$ cat src/rtl/rr_grant_scheduler.sv
// Four-way round-robin scheduler driving a registered one-hot select and its
// binary index; a hold counter caps each owner's tenure while others wait.
module rr_grant_scheduler #(
    parameter int HOLD_CYCLES = 4
) (
    input  logic       clk,
    input  logic       rst_n,
    input  logic [3:0] req,
    output logic [3:0] grant,
    output logic [1:0] grant_idx,
    output logic       grant_valid
);

    localparam int CW = (HOLD_CYCLES > 1) ? $clog2(HOLD_CYCLES) : 1;
    localparam logic [CW-1:0] CNT_LAST = CW'(HOLD_CYCLES - 1);

    typedef enum logic {IDLE, GRANT} state_t;

    state_t        state, state_n;
    logic [CW-1:0] cnt, cnt_n;
    logic [1:0]    ptr, ptr_n;
    logic [1:0]    idx_n;
    logic [3:0]    grant_n;
    logic          valid_n;
    logic [3:0]    others;
    logic [1:0]    next_owner;

    // First set bit of mask, scanning start, start+1, ... with mod-4 wrap.
    function automatic logic [1:0] rr_pick(input logic [3:0] mask, input logic [1:0] start);
        logic [1:0] idx;
        logic       found;
        rr_pick = start;
        found   = 1'b0;
        for (int k = 0; k < 4; k++) begin
            idx = start + 2'(k);
            if (!found && mask[idx]) begin
                rr_pick = idx;
                found   = 1'b1;
            end
        end
    endfunction

    // grant is one-hot of the owner, so masking it out leaves the contenders.
    assign others     = req & ~grant;
    assign next_owner = rr_pick(others, grant_idx + 2'd1);

    always_comb begin
        state_n = state;
        cnt_n   = cnt;
        ptr_n   = ptr;
        idx_n   = grant_idx;
        grant_n = grant;
        valid_n = grant_valid;
        case (state)
            IDLE: begin
                if (|req) begin
                    idx_n   = rr_pick(req, ptr);
                    grant_n = 4'b0001 << idx_n;
                    valid_n = 1'b1;
                    cnt_n   = '0;
                    state_n = GRANT;
                end
            end
            GRANT: begin
                if (!req[grant_idx]) begin
                    ptr_n = grant_idx + 2'd1;
                    cnt_n = '0;
                    if (|others) begin
                        idx_n   = next_owner;
                        grant_n = 4'b0001 << next_owner;
                    end else begin
                        idx_n   = 2'd0;
                        grant_n = 4'b0000;
                        valid_n = 1'b0;
                        state_n = IDLE;
                    end
                end else if (cnt == CNT_LAST) begin
                    cnt_n = '0;
                    if (|others) begin
                        ptr_n   = grant_idx + 2'd1;
                        idx_n   = next_owner;
                        grant_n = 4'b0001 << next_owner;
                    end
                end else begin
                    cnt_n = cnt + CW'(1);
                end
            end
            default: state_n = IDLE;
        endcase
    end

    always_ff @(posedge clk or negedge rst_n) begin
        if (!rst_n) begin
            state       <= IDLE;
            cnt         <= '0;
            ptr         <= 2'd0;
            grant       <= 4'b0000;
            grant_idx   <= 2'd0;
            grant_valid <= 1'b0;
        end else begin
            state       <= state_n;
            cnt         <= cnt_n;
            ptr         <= ptr_n;
            grant       <= grant_n;
            grant_idx   <= idx_n;
            grant_valid <= valid_n;
        end
    end

endmodule

$ cat config.mk
export PLATFORM = sky130hd
export DESIGN_NAME = rr_grant_scheduler
export DESIGN_NICKNAME = d
export VERILOG_FILES = /design/src/rtl/rr_grant_scheduler.sv
export SDC_FILE = /design/constraint.sdc
export NUM_CORES = 1
export LEC_CHECK = 0
export ABC_CLOCK_PERIOD_IN_PS = 1850
export BUFFER_PORTS_ARGS = -buffer_cell sky130_fd_sc_hd__buf_2
export CAP_MARGIN = 20
export CORE_MARGIN = 2
export CORE_UTILIZATION = 25
export DETAILED_ROUTE_END_ITERATION = 6
export GPL_ROUTABILITY_DRIVEN = 0
export PLACE_DENSITY = 0.54
export SYNTH_ARGS = -nofsm -noshare
export SYNTH_HDL_FRONTEND = slang
export SYNTH_SLANG_ARGS = --single-unit
export TNS_END_PERCENT = 5
$ cat constraint.sdc
create_clock -name clk -period 1.85 [get_ports clk]
set_clock_uncertainty 0.2 [all_clocks]
set_input_delay 0.185 -clock clk [delete_from_list [all_inputs] [get_ports clk]]
set_output_delay 0.185 -clock clk [all_outputs]
set_load 0.1 [all_outputs]
## Yosys cells after proc, flatten, opt, wreduce, memory -nomap -nowiden

Index checks and enable logic that the tools add are counted.

| operators by class | value |
|---|---|
| add/sub/neg operators | 8 |
| equal/unequal tests | 8 |
| bitwise logic cells | 3 |
| reductions and logical operators | 17 |
| multiplexer cells | 65 |
| magnitude comparators | 9 |
| shifts and indexed selects | 2 |

Operator list:

| kind | number |
|---|---|
| 2-to-1 mux 2 bit | 19 |
| < comparator 2 x 3 -> 1 bit, second input constant | 9 |
| 2-to-1 mux 1 bit | 27 |
| 2-to-1 mux 4 bit | 5 |
| binary-select mux 1 bit (select 2 bit) | 9 |
| AND reduction 3 bit | 3 |
| adder 2 x 1 -> 2 bit, second input constant | 4 |
| adder 2 bit, second input constant | 4 |
| case mux 2 bit (2 select lines) | 2 |
| case mux 4 bit (2 select lines) | 1 |
| OR reduction 4 bit | 2 |
| left shift 1 x 2 -> 4 bit, first input constant | 2 |
| logical AND 1 bit | 6 |
| logical NOT 1 bit | 6 |
| inequality test 2 bit, second input constant | 3 |
| inequality test 3 x 2 -> 1 bit, second input constant | 2 |
| AND 4 bit | 1 |
| inequality test 2 x 1 -> 1 bit, second input constant | 2 |
| inverter 4 bit | 1 |
| case mux 1 bit (2 select lines) | 2 |
| == test 2 bit, second input constant | 1 |
| inverter 1 bit | 1 |

| word-level totals | value |
|---|---|
| flip-flop bits (word level) | 12 |
| output and inout bits | 7 |

## Logic depth before layout (Yosys ltp)

Gate-level depths: netlist of run 1.

| depth | value |
|---|---|
| depth in word-level cells | 23 |
| mapped depth | 6 |
| gate-level depth less buffers | 5 |

## Worst setup path before layout of run 1

OpenSTA, ideal clock, no wires.

| path | value |
|---|---|
| path type | register to register |
| from | reg grant_idx[0] |
| to | reg grant[2] |
| required time | 1.524 ns |
| slack | -0.789 ns |
| period minus slack after synthesis | 2.639 ns |
| data arrival time | 2.313 ns |
| library setup time | 0.126 ns |
| stages on the path, launching flop included | 5 |
| cells stage by stage | dfrtp_1 mux4_2 o21ai_1 nor2_1 a221o_1 |

| on the way | value |
|---|---|
| longest elaborated chain between the ends | 18 |

Ends and longest elaborated chain:

| what | RTL line | source |
|---|---|---|
| start: declaration | 10 | `output logic [1:0] grant_idx,` |
| start signal: assignment | 105 | `grant_idx <= idx_n;` |
| parallel branches: the longest is 18 deep, another holds adder 2 x 1 -> 2 bit | - |  |
| end signal: assignment | 104 | `grant <= grant_n;` |
| end: declaration | 9 | `output logic [3:0] grant,` |

Parallel ways; which one is timed is not known. The select of a mux whose other input is x is not followed.
A chain may end at the register's enable or synchronous reset.

## Worst setup path in the final report of run 1

| path | value |
|---|---|
| from | reg grant_idx[0] |
| to | reg grant[0] |

The elaborated chain is that of the path after synthesis.

==> summary.json, run 1 <==
{
  "status": {
    "run_status": "finished, violations left",
    "violations": "setup timing"
  },
  "die": {
    "die-width_um": 64.0,
    "chipHeight_um": 64.0,
    "floorplan.core_area_um2": 3390,
    "total_die_area_um2": 4090,
    "core.rowCount": 21,
    "initial_utilization_pct": 26.5,
    "io_pins": 13
  },
  "yosys": {
    "synth-warning-count": 0,
    "dominant_combinational_cell_family_by_area_after_synthesis": "compound AO/OA/AOI/OAI gates",
    "post_synth_xor_area_fraction_pct": 0.974,
    "muxShareOfSynthArea_pct": 4.87,
    "post_synthesis_sequential_element_count": 12,
    "synth_seq_area_share_pct": 33.4,
    "mappedNetlistArea_um2": 900,
    "syn-mean-instance-area_um2": 9.89,
    "synthFlopType": "dfrtp_1",
    "yosys.area_share.adder_pct": 1.39,
    "yosysUniqueCellTypes": 44,
    "synth_edf_count": 0,
    "postSynth.asyncResetShare_pct": 100,
    "synth_compound_gate_area_share_pct": 28.8,
    "postSynthNetCount": 98,
    "synthCells": 91,
    "synth-simple-area-share_pct": 25.9
  },
  "route": {
    "drcViolationCount": 0,
    "drt_iter0_drc": 60,
    "drt-total-wl_mm": 2.42,
    "vias": 872,
    "routed-wl-met3_um": 65,
    "postRouteAntennaNets": 0,
    "met2RoutedLength_mm": 1.13,
    "routedLengthMet1_mm": 1.16,
    "top_layer_used": "met4",
    "viasPerCell": 4.95,
    "wire_per_inst_um": 13.7,
    "detail_route.first_pass.iterations": 5
  },
  "sta": {
    "setup_violations": 7,
    "final.period_utilization_pct": 111,
    "finalCriticalPeriod_ns": 2.05,
    "hold_viol": 0,
    "rsz_0062_raised_after_global_routing": "true",
    "setup_ws_ns": -0.196,
    "achievable-frequency_mhz": 489,
    "timing.slew.headroom_pct": 64.9,
    "final-max-slew-violation-count": 0,
    "worstMarginPinSlew_ns": 0.521
  },
  "final_layout": {
    "final_non_filler_cell_total": 176,
    "num_antenna_cells": 0,
    "mostFrequentLayoutCell": "buf_4",
    "design_area_um2": 1300,
    "flow.area_growth_from_synthesis_pct": 44.4,
    "final_nets": 138,
    "finalCoreUtilization_pct": 38.3,
    "most-common-layout-cells": "buf_4 (26), buf_2 (12), o21ai_0 (7)",
    "drive_gt1_share_pct": 49.2
  },
  "setup_path": {
    "crit_fanout": 4,
    "setup.worst_path.end_class": "flip-flop",
    "path_class": "reg -> reg",
    "critical_path_required_ns": 1.81,
    "worstSetupStartpointType": "flip-flop",
    "critPathArrivalTime_ns": 2.01
  },
  "grt": {
    "first_global_vias": 909,
    "grt_first_pass_wirelength_mm": 4.22,
    "initial_antenna_violation_count": 0,
    "globalRouteOverflowTotal": 0,
    "total_global_route_track_usage_pct": 13.2,
    "grt_start_max_net_pins": 13
  },
  "run": {
    "maxCapViolations": 0
  },
  "clock_network": {
    "ctsLongestPathBuffers": 2,
    "tritoncts": "built",
    "clock-sinks": 12,
    "htree_num_levels": 1,
    "clock-root-buffer": "clkbuf_4",
    "clock_latency_ns": 0.27,
    "numCtsBuffers": 3,
    "worst_setup_hold_path_clk_slew_ns": 0.08
  },
  "placement": {
    "placedInstanceArea_um2": 1220,
    "placement.setup.worst_slack_ns": -0.229,
    "post-place-cells": 169,
    "dpl.hpwl_mm": 1.91,
    "number_of_buffers_inserted_by_port_buffering": 12
  },
  "power_and_ir_drop": {
    "maximum_resistive_drop_on_vdd_uv": 753,
    "leakage_nw": 0.570,
    "power_density_nw_per_um2": 2040
  },
  "min_path": {
    "min-delay-path-class": "in -> async"
  }
}
-- metal layers --
metal / vias to the layer above / global-route usage [%]
met5: - / 0
met4: 0 / 6.52
met3: 6 / 2.11
met2: 20 / 21.9
met1: 414 / 16.5
li1: 432 / -
-- cell type report --
| type | count | area (um2) |
|---|---|---|
| clock buffer | 4 | 36.3 |
| timing repair buffer | 40 | 285 |
| multi-input combinational | 70 | 584 |
| tap | 46 | 57.6 |
| sequential | 12 | 320 |
| inverter | 4 | 15.0 |
| fill | 338 | 2090 |
-- cell usage after synthesis, types with 2 or more instances --
cell | number | area share (%)
inv_1 | 4 | 1.7
nor2b_1 | 4 | 2.8
a221o_1 | 4 | 4.5
o21ai_0 | 7 | 3.9
nor2_1 | 2 | 0.83
and2_1 | 3 | 2.1
nor2_2 | 3 | 2.1
o22ai_1 | 3 | 2.1
nand2_1 | 4 | 1.7
a21oi_1 | 3 | 1.7
a2bb2oi_1 | 2 | 1.9
o211ai_1 | 2 | 1.7
dfrtp_1 | 12 | 33
nand2b_1 | 2 | 1.4
clkbuf_1 | 3 | 1.3
nand3_1 | 3 | 1.7
o221ai_1 | 2 | 1.9
nor4b_1 | 2 | 1.9
-- critical path: stages, from the launching register on --
cell	delay, ns
dfrtp_4	0.48
mux4_2	0.42
nor2_4	0.06
a311o_1	0.31
and2_4	0.18
a221o_1	0.29
-- flip-flops by register name, summed over array words and instances (netlist names) --
signal / flops
cnt: 2
ptr: 2
state: 1
grant_valid: 1
grant: 4
grant_idx: 2
-- worst paths after layout --
kind,start,endpoint,slack (ns),cells after the start
min in group clk,req[3],cnt[1],0.23,5
max in group asynchronous,rst_n,grant_idx[0],1.09,2
max reg2reg,grant_idx[0],grant[0],-0.20,5
min reg2reg,cnt[1],cnt[1],0.35,2
min,rst_n,grant[1],0.11,2
max,grant_idx[0],grant[0],-0.20,5
-- per-stage QoR --
step           hold slack [ns]  total power, W  setup TNS [ns]
2_1_floorplan           -0.311         0.00179           -2.39
3_3_place_gp            -0.117         0.00232           -1.07
3_5_place_dp            -0.116         0.00234           -1.16
4_1_cts                  0.113         0.00265           -1.10
5_1_grt                  0.134         0.00284           -1.67
6_report                 0.108         0.00265           -1.04
-- timing repair --
action | CTS | global route
gates resized for setup | 4 | 2
hold buffers | 1 | 0
hold endpoints to repair | 12 | 0
pin swaps | 1 | 3
endpoints found under the setup margin | 7 | 9
buffers inserted | 2 | 0
-- power breakdown --
| part | internal [W] | switching (W) |
|---|---|---|
| logic | 0.000796 | 0.00112 |
| clock network | 0.000120 | 0.0000926 |
| registers | 0.000412 | 0.000111 |
-- logic make-up (layout without fill, tap and decap cells) --
| logic type | count (synthesis) | after routing |
|---|---|---|
| buffers and inverters | 9 | 48 |
| flip-flops | 12 | 12 |
| XOR/XNOR | 1 | 1 |
| AND/OR/NAND/NOR | 32 | 32 |
| AO/OA/AOI/OAI | 33 | 33 |
| adder cells (fa/ha/maj) | 1 | 1 |
| multiplexers | 3 | 3 |
Power figures use the tool's default switching activity.
==> run 2, diff against run 1 <==
--- a/config.mk
+++ b/config.mk
@@ -5,14 +5,14 @@
 export SDC_FILE = /design/constraint.sdc
 export NUM_CORES = 1
 export LEC_CHECK = 0
-export ABC_CLOCK_PERIOD_IN_PS = 1850
 export BUFFER_PORTS_ARGS = -buffer_cell sky130_fd_sc_hd__buf_2
 export CAP_MARGIN = 20
 export CORE_MARGIN = 2
 export CORE_UTILIZATION = 25
 export DETAILED_ROUTE_END_ITERATION = 6
 export GPL_ROUTABILITY_DRIVEN = 0
-export PLACE_DENSITY = 0.54
+export HOLD_SLACK_MARGIN = 0.12
+export PLACE_DENSITY_LB_ADDON = 0.3
 export SYNTH_ARGS = -nofsm -noshare
 export SYNTH_HDL_FRONTEND = slang
 export SYNTH_SLANG_ARGS = --single-unit
==> summary.json, run 2 (synthesized netlist as in run 1, its figures left out) <==
{
  "status": {
    "run_status": "finished, violations left",
    "violations": "setup timing"
  },
  "sta": {
    "worstMarginPinSlew_ns": 0.659,
    "hold_viol": 0,
    "setup_ws_ns": -0.217,
    "final-max-slew-violation-count": 0,
    "finalCriticalPeriod_ns": 2.07,
    "setup_violations": 7,
    "fin_worst_hold_slack_ns": 0.211,
    "rsz_0062_raised_after_global_routing": "true",
    "final.period_utilization_pct": 112,
    "timing.slew.headroom_pct": 55.6,
    "achievable-frequency_mhz": 484
  },
  "setup_path": {
    "crit_fanout": 6,
    "critPathArrivalTime_ns": 2.04,
    "timing.reg2reg.worst_path_depth": 5,
    "path_cells": "mux4_2 -> nor2_2 -> a311oi_4 -> buf_4 -> a221o_1",
    "worst-r2r-setup-slack_ns": -0.22,
    "critical_path_required_ns": 1.82,
    "worst_path_largest_cell_delay_ns": 0.55,
    "setup.worst_path.end_class": "flip-flop",
    "path_class": "reg -> reg",
    "crit_slowest_cell": "mux4_2",
    "worstSetupStartpointType": "flip-flop"
  },
  "power_and_ir_drop": {
    "total_power_w": 0.00263,
    "maximum_resistive_drop_on_vdd_uv": 538,
    "combinationalPowerShare_pct": 71.6,
    "power_density_nw_per_um2": 2050,
    "cellInternalPower_w": 0.00131,
    "power.share.sequential_pct": 19.8,
    "p_sw_share_pct": 50.0,
    "p_switching_w": 0.00131,
    "clkPwrFrac_pct": 8.6,
    "leakage_nw": 0.558
  },
  "grt": {
    "grt_first_pass_wirelength_mm": 4.15,
    "total_global_route_track_usage_pct": 13.4,
    "grt_start_max_net_pins": 12,
    "globalRouteOverflowTotal": 0,
    "first_global_vias": 864,
    "initial_antenna_violation_count": 0
  },
  "final_layout": {
    "num-fill-cells": 350,
    "sequential_cell_area_um2": 320,
    "largest_register_ff_count": 4,
    "final_non_filler_cell_total": 176,
    "most-common-layout-cells": "buf_4 (25), buf_2 (12), o21ai_0 (7)",
    "multi_input_comb_area_um2": 574,
    "drive_gt1_share_pct": 47.7,
    "final_nets": 138,
    "flow.area_growth_from_synthesis_pct": 42.4,
    "num_antenna_cells": 0,
    "mostFrequentLayoutCell": "buf_4",
    "top_register": "grant"
  },
  "route": {
    "postRouteAntennaNets": 0,
    "detail_route.first_pass.iterations": 4,
    "wire_per_inst_um": 14.0,
    "met2RoutedLength_mm": 1.24,
    "viasPerCell": 5.02,
    "drt_iter0_drc": 55,
    "routedLengthMet1_mm": 1.09,
    "drt-total-wl_mm": 2.47,
    "drcViolationCount": 0,
    "routed-wl-met3_um": 63,
    "vias": 883,
    "top_layer_used": "met4"
  },
  "placement": {
    "dpl.hpwl_mm": 1.91,
    "post-place-cells": 168,
    "number_of_buffers_inserted_by_port_buffering": 12
  },
  "die": {
    "core.rowCount": 21,
    "floorplan.core_area_um2": 3390,
    "initial_utilization_pct": 26.5,
    "die-width_um": 64.0,
    "chipHeight_um": 64.0,
    "total_die_area_um2": 4090,
    "io_pins": 13
  },
  "clock_network": {
    "htree_num_levels": 1,
    "clock-root-buffer": "clkbuf_4",
    "clock_latency_ns": 0.29,
    "numCtsBuffers": 3,
    "worst_setup_hold_path_clk_slew_ns": 0.09,
    "clock-sinks": 12,
    "tritoncts": "built",
    "ctsLongestPathBuffers": 2
  },
  "min_path": {
    "min-delay-path-class": "in -> reg",
    "hold_depth": 5
  },
  "run": {
    "maxCapViolations": 0
  }
}
==> run 2: worst max-delay path, delay by kind of cell (launching register included) <==
kind	cells	cell delay [ns]
mux	1	0.55
buf+inv	1	0.17
flops	1	0.42
simple gates	1	0.17
compound gates	2	0.43
==> run 2: timing repair <==
item	in CTS	in global routing
pin swaps	0	3
gates resized for setup	4	0
setup buffers	0	1
endpoints found under the hold margin	12	0
gates cloned	0	0
hold buffers	3	0
endpoints found under the setup margin	7	8
==> run 2: power by group through the flow <==
stage | logic (W) | clock network (W) | registers, W
2_1_floorplan | 0.000841 | 0 | 0.000952
3_3_place_gp | 0.00180 | 0 | 0.000521
3_5_place_dp | 0.00182 | 0 | 0.000527
4_1_cts | 0.00186 | 0.000225 | 0.000522
5_1_grt | 0.00202 | 0.000245 | 0.000537
6_report | 0.00188 | 0.000226 | 0.000521
==> run 2: per-layer routing <==
layer | global-route usage, % | up-vias
li1 | - | 434
met1 | 16.2 | 425
met2 | 22.8 | 18
met3 | 1.76 | 6
met4 | 7.34 | 0
met5 | 0 | -
==> run 2: stage by stage <==
step / utilization, % / setup slack (ns) / TNS (ns) / cell area [um2]
floorplan: - / -0.366 / -2.39 / 930
global placement: 35.4 / -0.186 / -0.939 / 1200
detailed placement: 35.4 / -0.187 / -1.07 / 1200
CTS: 37.6 / -0.206 / -1.11 / 1270
global route: 37.8 / -0.288 / -1.63 / 1280
finish: 37.8 / -0.217 / -1.08 / 1280
==> run 2: final cells by class <==
class / count / area share (%)
Clock buffer: 4 / 2.83
Multi-Input combinational cell: 70 / 44.8
Sequential cell: 12 / 25.0
Tap cell: 46 / 4.49
Inverter: 4 / 1.17
Timing Repair Buffer: 40 / 21.7
==> run 2: path summary, 6_finish.rpt <==
| kind | from | end |
|---|---|---|
| min | req[1] | cnt[0] |
| max | grant_idx[0] | grant[2] |
| min in group asynchronous | rst_n | ptr[1] |
| max reg2reg | grant_idx[0] | grant[2] |
| max in group asynchronous | rst_n | grant_idx[0] |
| min reg2reg | grant_valid | grant_valid |
==> run 3, diff against run 2 <==
--- a/config.mk
+++ b/config.mk
@@ -6,7 +6,9 @@
 export NUM_CORES = 1
 export LEC_CHECK = 0
 export BUFFER_PORTS_ARGS = -buffer_cell sky130_fd_sc_hd__buf_2
-export CAP_MARGIN = 20
+export CAP_MARGIN = 5
+export CELL_PAD_IN_SITES_DETAIL_PLACEMENT = 0
+export CELL_PAD_IN_SITES_GLOBAL_PLACEMENT = 1
 export CORE_MARGIN = 2
 export CORE_UTILIZATION = 25
 export DETAILED_ROUTE_END_ITERATION = 6
==> summary.json, run 3 (synthesized netlist as in run 1, its figures left out) <==
{
  "grt": {
    "initial_antenna_violation_count": 0,
    "globalRouteMet2Util_pct": 23.0,
    "grt_first_pass_wirelength_mm": 4.39,
    "globalRouteOverflowTotal": 0,
    "total_global_route_track_usage_pct": 13.7,
    "gr-usage-met3_pct": 3.70,
    "use_met1_pct": 17.4,
    "first_global_vias": 936,
    "global_route.peak_usage_layer": "met2",
    "grt_start_max_net_pins": 13
  },
  "power_and_ir_drop": {
    "maximum_resistive_drop_on_vdd_uv": 896,
    "cellInternalPower_w": 0.00136,
    "clkPwrFrac_pct": 8.0,
    "power_density_nw_per_um2": 2070,
    "leakage_nw": 0.573,
    "combinationalPowerShare_pct": 72.8,
    "power.share.sequential_pct": 19.2,
    "p_switching_w": 0.00133,
    "p_sw_share_pct": 49.4
  },
  "final_layout": {
    "design_area_um2": 1300,
    "final_nets": 139,
    "most-common-layout-cells": "buf_4 (27), buf_2 (12), o21ai_0 (7)",
    "top_register": "grant",
    "largest_register_ff_count": 4,
    "drive_gt1_share_pct": 48.9,
    "mostFrequentLayoutCell": "buf_4",
    "flow.area_growth_from_synthesis_pct": 44.6,
    "final_non_filler_cell_total": 177,
    "num_antenna_cells": 0
  },
  "route": {
    "detail_route.first_pass.iterations": 4,
    "drt_iter0_drc": 32,
    "postRouteAntennaNets": 0,
    "drcViolationCount": 0,
    "drt-total-wl_mm": 2.47,
    "wire_per_inst_um": 13.9,
    "vias": 898,
    "viasPerCell": 5.07
  },
  "setup_path": {
    "path_buf_inv": 0,
    "worst_path_largest_cell_delay_ns": 0.48,
    "setup.worst_path.end_class": "flip-flop",
    "critical_path_required_ns": 1.82,
    "critical_path.top_delay_family": "compound AO/OA/AOI/OAI gates",
    "crit_slowest_cell": "dfrtp_4",
    "path_cells": "mux4_2 -> nor2_4 -> a311o_1 -> and2_4 -> a221o_1",
    "critPathArrivalTime_ns": 2.01,
    "path_class": "reg -> reg",
    "worstSetupStartpointType": "flip-flop",
    "crit_fanout": 4
  },
  "placement": {
    "placement.setup.worst_slack_ns": -0.218,
    "post-place-cells": 170,
    "dpl.hpwl_mm": 1.93,
    "placedInstanceArea_um2": 1230,
    "number_of_buffers_inserted_by_port_buffering": 12
  },
  "sta": {
    "timing.slew.headroom_pct": 56.4,
    "final.period_utilization_pct": 110,
    "setup_ws_ns": -0.190,
    "setup_violations": 7,
    "setup-tns-final_ns": -0.960,
    "worstMarginPinSlew_ns": 0.646,
    "finalCriticalPeriod_ns": 2.04,
    "hold_viol": 0,
    "final-max-slew-violation-count": 0,
    "rsz_0062_raised_after_global_routing": "true",
    "achievable-frequency_mhz": 490
  },
  "die": {
    "core.rowCount": 21,
    "chipHeight_um": 64.0,
    "floorplan.core_area_um2": 3390,
    "total_die_area_um2": 4090,
    "io_pins": 13,
    "die-width_um": 64.0,
    "initial_utilization_pct": 26.5
  },
  "min_path": {
    "min-delay-path-class": "in -> async"
  },
  "clock_network": {
    "tritoncts": "built",
    "worst_setup_hold_path_clk_slew_ns": 0.09,
    "ctsLongestPathBuffers": 2,
    "numCtsBuffers": 3,
    "clock_latency_ns": 0.27,
    "clock-root-buffer": "clkbuf_4",
    "clock-sinks": 12,
    "htree_num_levels": 1
  },
  "status": {
    "violations": "setup timing",
    "run_status": "finished, violations left"
  },
  "run": {
    "maxCapViolations": 0
  }
}
[run 3: final cells by class]
cell class              instances  area, um2
flip-flops and latches         12        320
clock buffers                   4       36.3
well taps                      46       57.6
repair buffers                 41        293
fillers                       347       2090
multi-input cells              70        579
inverters                       4       15.0
[run 3: power by group through the flow]
| stage | Sequential, W | Clock (W) | Combinational (W) |
|---|---|---|---|
| 2_1_floorplan | 0.000952 | 0 | 0.000841 |
| 3_3_place_gp | 0.000518 | 0 | 0.00185 |
| 3_5_place_dp | 0.000523 | 0 | 0.00187 |
| 4_1_cts | 0.000520 | 0.000223 | 0.00197 |
| 5_1_grt | 0.000535 | 0.000234 | 0.00211 |
| 6_report | 0.000517 | 0.000215 | 0.00196 |
[run 3: what timing repair did]
action,in CTS,in global routing
resized for setup,4,0
pin swaps,2,3
hold buffers,1,0
cloned,0,0
endpoints found under the hold margin,12,0
setup endpoints to repair,7,8
buffers inserted,2,0
[run 3: path summary, 6_finish.rpt]
check,start,end,slack (ns),cells after the start
max,grant_idx[0],grant[0],-0.19,5
min,rst_n,grant[1],0.12,2
max reg2reg,grant_idx[0],grant[0],-0.19,5
min reg2reg,cnt[1],cnt[1],0.34,2
max in group asynchronous,rst_n,grant_idx[0],1.08,2
min in group clk,req[1],cnt[1],0.22,5
[run 3: metrics by stage]
| step | power [W] | utilization [%] | hold WS, ns |
|---|---|---|---|
| 2_1_floorplan | 0.00179 | - | -0.311 |
| 3_3_place_gp | 0.00237 | 36.2 | -0.113 |
| 3_5_place_dp | 0.00239 | 36.2 | -0.116 |
| 4_1_cts | 0.00271 | 38.4 | 0.125 |
| 5_1_grt | 0.00288 | 38.4 | 0.124 |
| 6_report | 0.00269 | 38.4 | 0.116 |
[run 3: per-layer routing]
| metal | up-vias | share of wire (%) | routed length, um |
|---|---|---|---|
| met1 | 436 | 46 | 1140 |
| met3 | 4 | 2.9 | 72 |
| met5 | - | 0 | 0 |
| met4 | 0 | 1.5 | 36 |
| li1 | 439 | - | - |
| met2 | 19 | 50 | 1220 |
